**config.mk**
```make
export PLATFORM = sky130hd
export DESIGN_NAME = axi4_lite_reg_bank
export DESIGN_NICKNAME = d
export VERILOG_FILES = /design/src/rtl/axi4_lite_reg_bank_pkg.sv /design/src/rtl/axi4_lite_reg_bank.sv
export SDC_FILE = /design/constraint.sdc
export NUM_CORES = 1
export LEC_CHECK = 0
export CAP_MARGIN = 15
export CORE_AREA = 8 8 342 344
export DETAILED_ROUTE_END_ITERATION = 8
export DIE_AREA = 0 0 350 352
export GPL_TIMING_DRIVEN = 1
export PLACE_DENSITY = 0.5
export SYNTH_ARGS = -nofsm -noshare
export SYNTH_HDL_FRONTEND = slang
export SYNTH_SLANG_ARGS = --single-unit
```
**constraint.sdc**
```tcl
create_clock -name clk -period 14.3 [get_ports clk]
set_input_delay 2.86 -clock clk [delete_from_list [all_inputs] [get_ports clk]]
set_output_delay 2.86 -clock clk [all_outputs]
set_load 0.01 [all_outputs]
```
**src/rtl/axi4_lite_reg_bank_pkg.sv**
```systemverilog
// Shared constants, register mode type and mode decode for the AXI4-Lite register bank.
package axi4_lite_reg_bank_pkg;

  localparam logic [1:0]  AXI_RESP_OKAY_C   = 2'b00;
  localparam logic [1:0]  AXI_RESP_SLVERR_C = 2'b10;
  // Returned for reads of unmapped addresses; the low bits are used for 32-bit buses.
  localparam logic [63:0] BAD_DATA_C        = 64'hBAAD_FACE_BAAD_FACE;

  typedef enum logic [1:0] {
    REG_RW,
    REG_RO,
    REG_CMD
  } reg_mode_t;

  // Read-only wins when a register is flagged both read-only and command.
  function automatic reg_mode_t reg_mode(input logic ro, input logic cmd);
    if (ro)  return REG_RO;
    if (cmd) return REG_CMD;
    return REG_RW;
  endfunction

endpackage

```
**src/rtl/axi4_lite_reg_bank.sv**
```systemverilog
// AXI4-Lite slave exposing a bank of RW / RO / command registers.
// Write address and data are buffered independently and commit together;
// the read path is a single registered stage, independent of writes.
module axi4_lite_reg_bank
  import axi4_lite_reg_bank_pkg::*;
#(
  parameter int AXI_ADDR_WIDTH_P = 16,
  parameter int AXI_DATA_WIDTH_P = 32,
  parameter int NR_OF_REGS_P     = 8,
  parameter logic [NR_OF_REGS_P-1:0] RO_MASK_P  = '0,
  parameter logic [NR_OF_REGS_P-1:0] CMD_MASK_P = '0,
  parameter logic [NR_OF_REGS_P*AXI_DATA_WIDTH_P-1:0] RESET_VALUE_P = '0
) (
  input  logic                                       clk,
  input  logic                                       rst,
  input  logic [AXI_ADDR_WIDTH_P-1:0]                awaddr,
  input  logic                                       awvalid,
  output logic                                       awready,
  input  logic [AXI_DATA_WIDTH_P-1:0]                wdata,
  input  logic [AXI_DATA_WIDTH_P/8-1:0]              wstrb,
  input  logic                                       wvalid,
  output logic                                       wready,
  output logic [1:0]                                 bresp,
  output logic                                       bvalid,
  input  logic                                       bready,
  input  logic [AXI_ADDR_WIDTH_P-1:0]                araddr,
  input  logic                                       arvalid,
  output logic                                       arready,
  output logic [AXI_DATA_WIDTH_P-1:0]                rdata,
  output logic [1:0]                                 rresp,
  output logic                                       rvalid,
  input  logic                                       rready,
  output logic [NR_OF_REGS_P*AXI_DATA_WIDTH_P-1:0]   reg_o,
  input  logic [NR_OF_REGS_P*AXI_DATA_WIDTH_P-1:0]   hw_i,
  output logic [NR_OF_REGS_P*AXI_DATA_WIDTH_P-1:0]   cmd_o,
  output logic [NR_OF_REGS_P-1:0]                    wr_pulse_o
);

  localparam int DW    = AXI_DATA_WIDTH_P;
  localparam int SW    = DW / 8;
  localparam int LSB   = $clog2(SW);
  localparam int IDX_W = AXI_ADDR_WIDTH_P - LSB;

  logic [NR_OF_REGS_P-1:0][DW-1:0] reg_q;
  logic [NR_OF_REGS_P-1:0][DW-1:0] cmd_q;

  logic             aw_full;
  logic [IDX_W-1:0] aw_idx;
  logic             w_full;
  logic [DW-1:0]    w_data;
  logic [SW-1:0]    w_strb;

  logic [NR_OF_REGS_P-1:0] wr_sel;
  logic                    wr_err;
  logic [DW-1:0]           wmask;
  logic                    commit;

  logic [IDX_W-1:0] rd_idx;
  logic [DW-1:0]    rd_data_n;
  logic [1:0]       rd_resp_n;

  // Byte-offset address bits never take part in decode.
  logic unused_addr_lsb;
  assign unused_addr_lsb = ^{awaddr[LSB-1:0], araddr[LSB-1:0]};

  // Ready is held low while in reset so nothing handshakes during it.
  assign awready = !aw_full && !rst;
  assign wready  = !w_full  && !rst;
  assign arready = !rvalid  && !rst;
  assign commit  = aw_full && w_full && (!bvalid || bready);
  assign reg_o   = reg_q;
  assign cmd_o   = cmd_q;
  assign rd_idx  = araddr[AXI_ADDR_WIDTH_P-1:LSB];

  // Write-address holding buffer: only the register index is kept.
  always_ff @(posedge clk or posedge rst) begin
    if (rst) begin
      aw_full <= 1'b0;
      aw_idx  <= '0;
    end else if (awvalid && awready) begin
      aw_full <= 1'b1;
      aw_idx  <= awaddr[AXI_ADDR_WIDTH_P-1:LSB];
    end else if (commit) begin
      aw_full <= 1'b0;
    end
  end

  // Write-data holding buffer.
  always_ff @(posedge clk or posedge rst) begin
    if (rst) begin
      w_full <= 1'b0;
      w_data <= '0;
      w_strb <= '0;
    end else if (wvalid && wready) begin
      w_full <= 1'b1;
      w_data <= wdata;
      w_strb <= wstrb;
    end else if (commit) begin
      w_full <= 1'b0;
    end
  end

  // Decode the buffered write: one-hot select, error for RO/unmapped, byte mask.
  always_comb begin
    wr_sel = '0;
    wr_err = 1'b1;
    wmask  = '0;
    for (int i = 0; i < NR_OF_REGS_P; i++) begin
      if (aw_idx == IDX_W'(i)) begin
        wr_sel[i] = 1'b1;
        wr_err    = (reg_mode(RO_MASK_P[i], CMD_MASK_P[i]) == REG_RO);
      end
    end
    for (int b = 0; b < SW; b++) wmask[b*8 +: 8] = {8{w_strb[b]}};
  end

  // Commit writes into the bank, fire pulses and manage the B channel.
  always_ff @(posedge clk or posedge rst) begin
    if (rst) begin
      reg_q      <= RESET_VALUE_P;
      cmd_q      <= '0;
      wr_pulse_o <= '0;
      bvalid     <= 1'b0;
      bresp      <= AXI_RESP_OKAY_C;
    end else begin
      wr_pulse_o <= '0;
      cmd_q      <= '0;
      if (commit) begin
        bvalid <= 1'b1;
        bresp  <= wr_err ? AXI_RESP_SLVERR_C : AXI_RESP_OKAY_C;
        for (int i = 0; i < NR_OF_REGS_P; i++) begin
          if (wr_sel[i]) begin
            case (reg_mode(RO_MASK_P[i], CMD_MASK_P[i]))
              REG_RW: begin
                reg_q[i]      <= (reg_q[i] & ~wmask) | (w_data & wmask);
                wr_pulse_o[i] <= 1'b1;
              end
              REG_CMD: cmd_q[i] <= w_data & wmask;
              default: ;
            endcase
          end
        end
      end else if (bready) begin
        bvalid <= 1'b0;
      end
    end
  end

  // Read mux: stored value, live hardware value, zero for commands, or error pattern.
  always_comb begin
    rd_data_n = BAD_DATA_C[DW-1:0];
    rd_resp_n = AXI_RESP_SLVERR_C;
    for (int i = 0; i < NR_OF_REGS_P; i++) begin
      if (rd_idx == IDX_W'(i)) begin
        rd_resp_n = AXI_RESP_OKAY_C;
        case (reg_mode(RO_MASK_P[i], CMD_MASK_P[i]))
          REG_RW:  rd_data_n = reg_q[i];
          REG_RO:  rd_data_n = hw_i[i*DW +: DW];
          default: rd_data_n = '0;
        endcase
      end
    end
  end

  // Read response register, held until the master takes it.
  always_ff @(posedge clk or posedge rst) begin
    if (rst) begin
      rvalid <= 1'b0;
      rdata  <= '0;
      rresp  <= AXI_RESP_OKAY_C;
    end else if (arvalid && arready) begin
      rvalid <= 1'b1;
      rdata  <= rd_data_n;
      rresp  <= rd_resp_n;
    end else if (rready) begin
      rvalid <= 1'b0;
    end
  end

endmodule

```
* Word level (Yosys, flattened, before mapping) *
Index checks and enable logic that the tools add are counted.

cells by class
  divide/modulo/power cells = 0
  bitwise gates (word level) = 18
  add/subtract/negate cells = 0
  $lt $le $gt $ge = 0
  shift operators = 0
  reduce and logical (&&, ||, !) cells = 28
  multiply operators = 0
  multiplexer cells = 49
  eq/ne operators = 14

operator list
  kind                                                                     number
  32-bit AND                                                               9
  32-bit 2-to-1 mux                                                        8
  32-bit OR                                                                8
  14-bit by 3-bit equality test with 1-bit output (second input constant)  8
  14-bit by 2-bit equality test with 1-bit output (second input constant)  4
  32-bit NOT                                                               1
  1-bit 2-to-1 mux                                                         31
  14-bit by 1-bit equality test with 1-bit output (second input constant)  2
  14-bit logical NOT                                                       2
  2-bit 2-to-1 mux                                                         9
  2-bit AND reduction                                                      8
  1-bit logical AND                                                        8
  8-bit 2-to-1 mux                                                         1
  2-bit nonzero test                                                       4
  1-bit logical NOT                                                        5
  1-bit logical OR                                                         1

storage, ports and cells
  bits in latches = 0
  RAM bits = 0
  memory bits (read-only) = 0
  memories kept = 0
  register bits after elaboration = 354
  output and inout port bits = 561
  logic and storage cells = 128

* Depth between registers and ports, before layout *
  word-level depth = 10
  gate-level depth with buffers = 8

* Worst setup path after synthesis *
Ideal clock, no wire load.

  path type = input-to-output
  start = input rst
  end = output arready
  arrival time = 3.049 ns
  path slack = 8.391 ns
  data required time = 11.440 ns
  stages = 1
  path through = nor2_1

between the ends
  cells in the longest elaborated chain, start to end = 2

ends and longest elaborated chain
  element                      line                      RTL
  start: declaration           axi4_lite_reg_bank.sv:15  input logic rst,
  1-bit logical NOT (no line)  n/a
  1-bit logical AND            axi4_lite_reg_bank.sv:69  assign arready = !rvalid && !rst;
  end: declaration             axi4_lite_reg_bank.sv:28  output logic arready,

No other way between the ends.

* Worst setup path after layout *
  start = input rst
  end = output wready

between the ends
  cells in the longest elaborated chain, start to end = 2

ends and longest elaborated chain
  element                      line                      RTL
  1-bit logical NOT (no line)  n/a
  1-bit logical AND            axi4_lite_reg_bank.sv:68  assign wready = !w_full && !rst;
  end: declaration             axi4_lite_reg_bank.sv:22  output logic wready,

No other way between the ends.

==> impl_metrics.yaml <==
die:
  die_w_um: 350
  core_mm2: 0.112
  pin_count: 892
  start_util_pct: 15.4
  die_h_um: 352
  die-area_mm2: 0.123
  rows: 123
logic_synthesis:
  synth_cell_types: 47
  ys_ff_latch: 352
  yosysMostFrequentCell: "dfrtp_1"
  synth_edf_count: 0
  async_flop_share_pct: 100
  synth_warnings: 0
  synthCells: 1338
  synth_seq_area_share_pct: 51.4
  synth.avg_cell_area_um2: 12.8
  synth_top_area_cell: "dfrtp_1"
  syn-cell-area_mm2: 0.0171
  synthTopCellsByCount: "dfrtp_1, mux2_2, buf_4, nand2_1, o21ai_0"
  synth_flop_cell: "dfrtp_1"
  yosys.area.top_type_share_pct: 51.4
  synth.area.top_cells: "dfrtp_1, mux2_2, buf_4"
clock_tree:
  clkSlewWorstSetupHoldPaths_ns: 0.06
  clockBufferDepth: 3
  cts_buffers: 43
  cts_tree: "built"
  holdBufCountCts: 0
  htreeDepth: 2
  cts_setup_buffers: 0
  cts_resized: 0
  cts.root.buffer_cell: "clkbuf_16"
  insertion_delay_ns: 0.57
  clkSinkCount: 352
power:
  power_density_mw_per_mm2: 118
  leakagePower_nw: 10.2
  irDropWorstVdd_mv: 0.0769
worst_hold_path:
  min-delay-start: "rdata[18]$_DFFE_PP0P_"
  min_path_type: "flop to flop"
setup_path:
  critPathKind: "input pin to output pin"
  critPathSlowestCell: "clkdlybuf4s50_1"
  path_cells: "clkdlybuf4s50_1, nor2_1, clkdlybuf4s50_1"
  max_stage_delay_ns: 0.81
  worst_ep_arrival_time_ns: 4.87
  startpoint: "rst"
  path_max_fanout: 5
  cp-start-kind: "input pin"
  path_common_cell: "clkdlybuf4s50_1"
  setup.worst_path.end_class: "output pin"
  cp_top_family: "buffers and inverters"
  worst-path-buf-inv: 2
  cp.required_ns: 11.44
  reg2reg_from: "aw_idx[7]$_DFFE_PP0P_"
timing:
  period_minus_slack_ns: 7.73
  finalHoldViolCount: 0
  final.setup.tns_ns: 0
  fin_crit_sh_pct: 54.1
  drv_slew: 0
  worst_slew_pin_slew_ns: 1.04
  rsz0062_at_grt: "false"
  fmax_ghz: 0.129
  setup_viol: 0
  relSlewSlack_pct: 30.7
  fin_skew_ns: 0.0163
global_route:
  grt_pass1_wl_um: 110000
  grt_usage_pct: 12.7
  grt_pass1_vias: 12300
  grt_overflow: 0
  grt_antenna_before_repair: 11
  grt_max_degree: 169
layout:
  final_cells: 3277
  n_fill_cell: 12100
  utilization_pct: 20.9
  layout.nets: 2072
  multi_input_area_mm2: 0.00720
  final_area_mm2: 0.0233
  synthToLayoutAreaGrowth_pct: 36.2
  register_area_mm2: 0.00881
  drive_above_1_share_pct: 27.4
route:
  wl_per_cell_um: 25.2
  drtIter0Drc: 562
  finalWirelength_um: 82600
  firstDrtPassIters: 6
  viasPerCell: 3.60
  ant_nets: 0
  post-route-drc-count: 0
  vias: 11800
place:
  port_buffers: 373
  dpl_cell_area_mm2: 0.0219
  hpwl_um: 62500
  gp_congestion: 0.773
  place_inst: 3196
run_status:
  outcome: "finished clean"
run:
  drv_cap: 0
## placed cells by master, fill, tap and decap left out, types with 14 or more instances in the layout
cell type	synthesis	final
a22oi_1	14	14
conb_1	1	258
mux2_2	324	324
clkbuf_16	0	45
clkdlybuf4s50_1	0	370
mux4_2	21	21
buf_4	260	26
o22ai_1	14	14
nor2_1	30	29
o21ai_0	40	40
a21oi_1	23	23
dfrtp_1	352	352
mux2i_1	33	33
nand3_1	15	15
nor2_2	24	25
nand2_1	53	53
## report_power, final
group          internal (W)  total, W  switching, W
registers           0.00109   0.00126      0.000174
logic              0.000143  0.000329      0.000185
clock network      0.000702   0.00117      0.000466
## area by class of cell
type                            instances  share of cell area, %
Clock inverter                         11                  0.740
Multi-Input combinational cell        937                   30.8
Clock buffer                           66                   5.59
Tap cell                             1500                   8.04
Antenna cell                            4                 0.0429
Timing Repair Buffer                  399                   16.8
Inverter                                8                  0.161
Sequential cell                       352                   37.7
## layer usage
layer  vias up  GRT usage [%]  share of wire (%)
met4         4           3.09                2.4
met5         -              0              0.027
li1       5089              -                  -
met3        75           7.89                 15
met1      6050           15.4                 40
met2       583           19.1                 42
## path summary, 6_finish.rpt
kind | slack, ns | cells after the start | end
min in group asynchronous | 3.34 | 2 | async pin
max in group asynchronous | 9.32 | 3 | async pin
max | 6.57 | 3 | wready
min reg2reg | 0.48 | 2 | rdata[18]$_DFFE_PP0P_
max reg2reg | 11.16 | 5 | flop
min | 0.48 | 2 | rdata[18]$_DFFE_PP0P_
## cell families (layout without fill, tap and decap cells)
family / count (synthesis) / after routing / share of synthesized area [%]
mux: 378 / 378 / 26.0
simple gates: 171 / 171 / 5.31
other cells: 1 / 262 / 0.0219
flops: 352 / 352 / 51.4
buf+inv: 306 / 484 / 12.5
compound gates: 130 / 130 / 4.84
## metrics by stage
stage,total power (W),setup WS [ns],hold slack [ns]
6_report,0.00276,6.57,0.480
5_1_grt,0.00289,6.44,0.523
4_1_cts,0.00281,6.56,0.488
3_5_place_dp,0.00162,6.57,0.474
3_3_place_gp,0.00161,6.55,0.465
2_1_floorplan,0.00145,1.68,0.470
## worst register-to-register path: cells and delay by family (launching register included)
family | cells | cell delay [ns]
flops | 1 | 0.38
simple gates | 4 | 2.21
mux | 1 | 0.43
No activity file was read; power rests on OpenSTA's default activity.
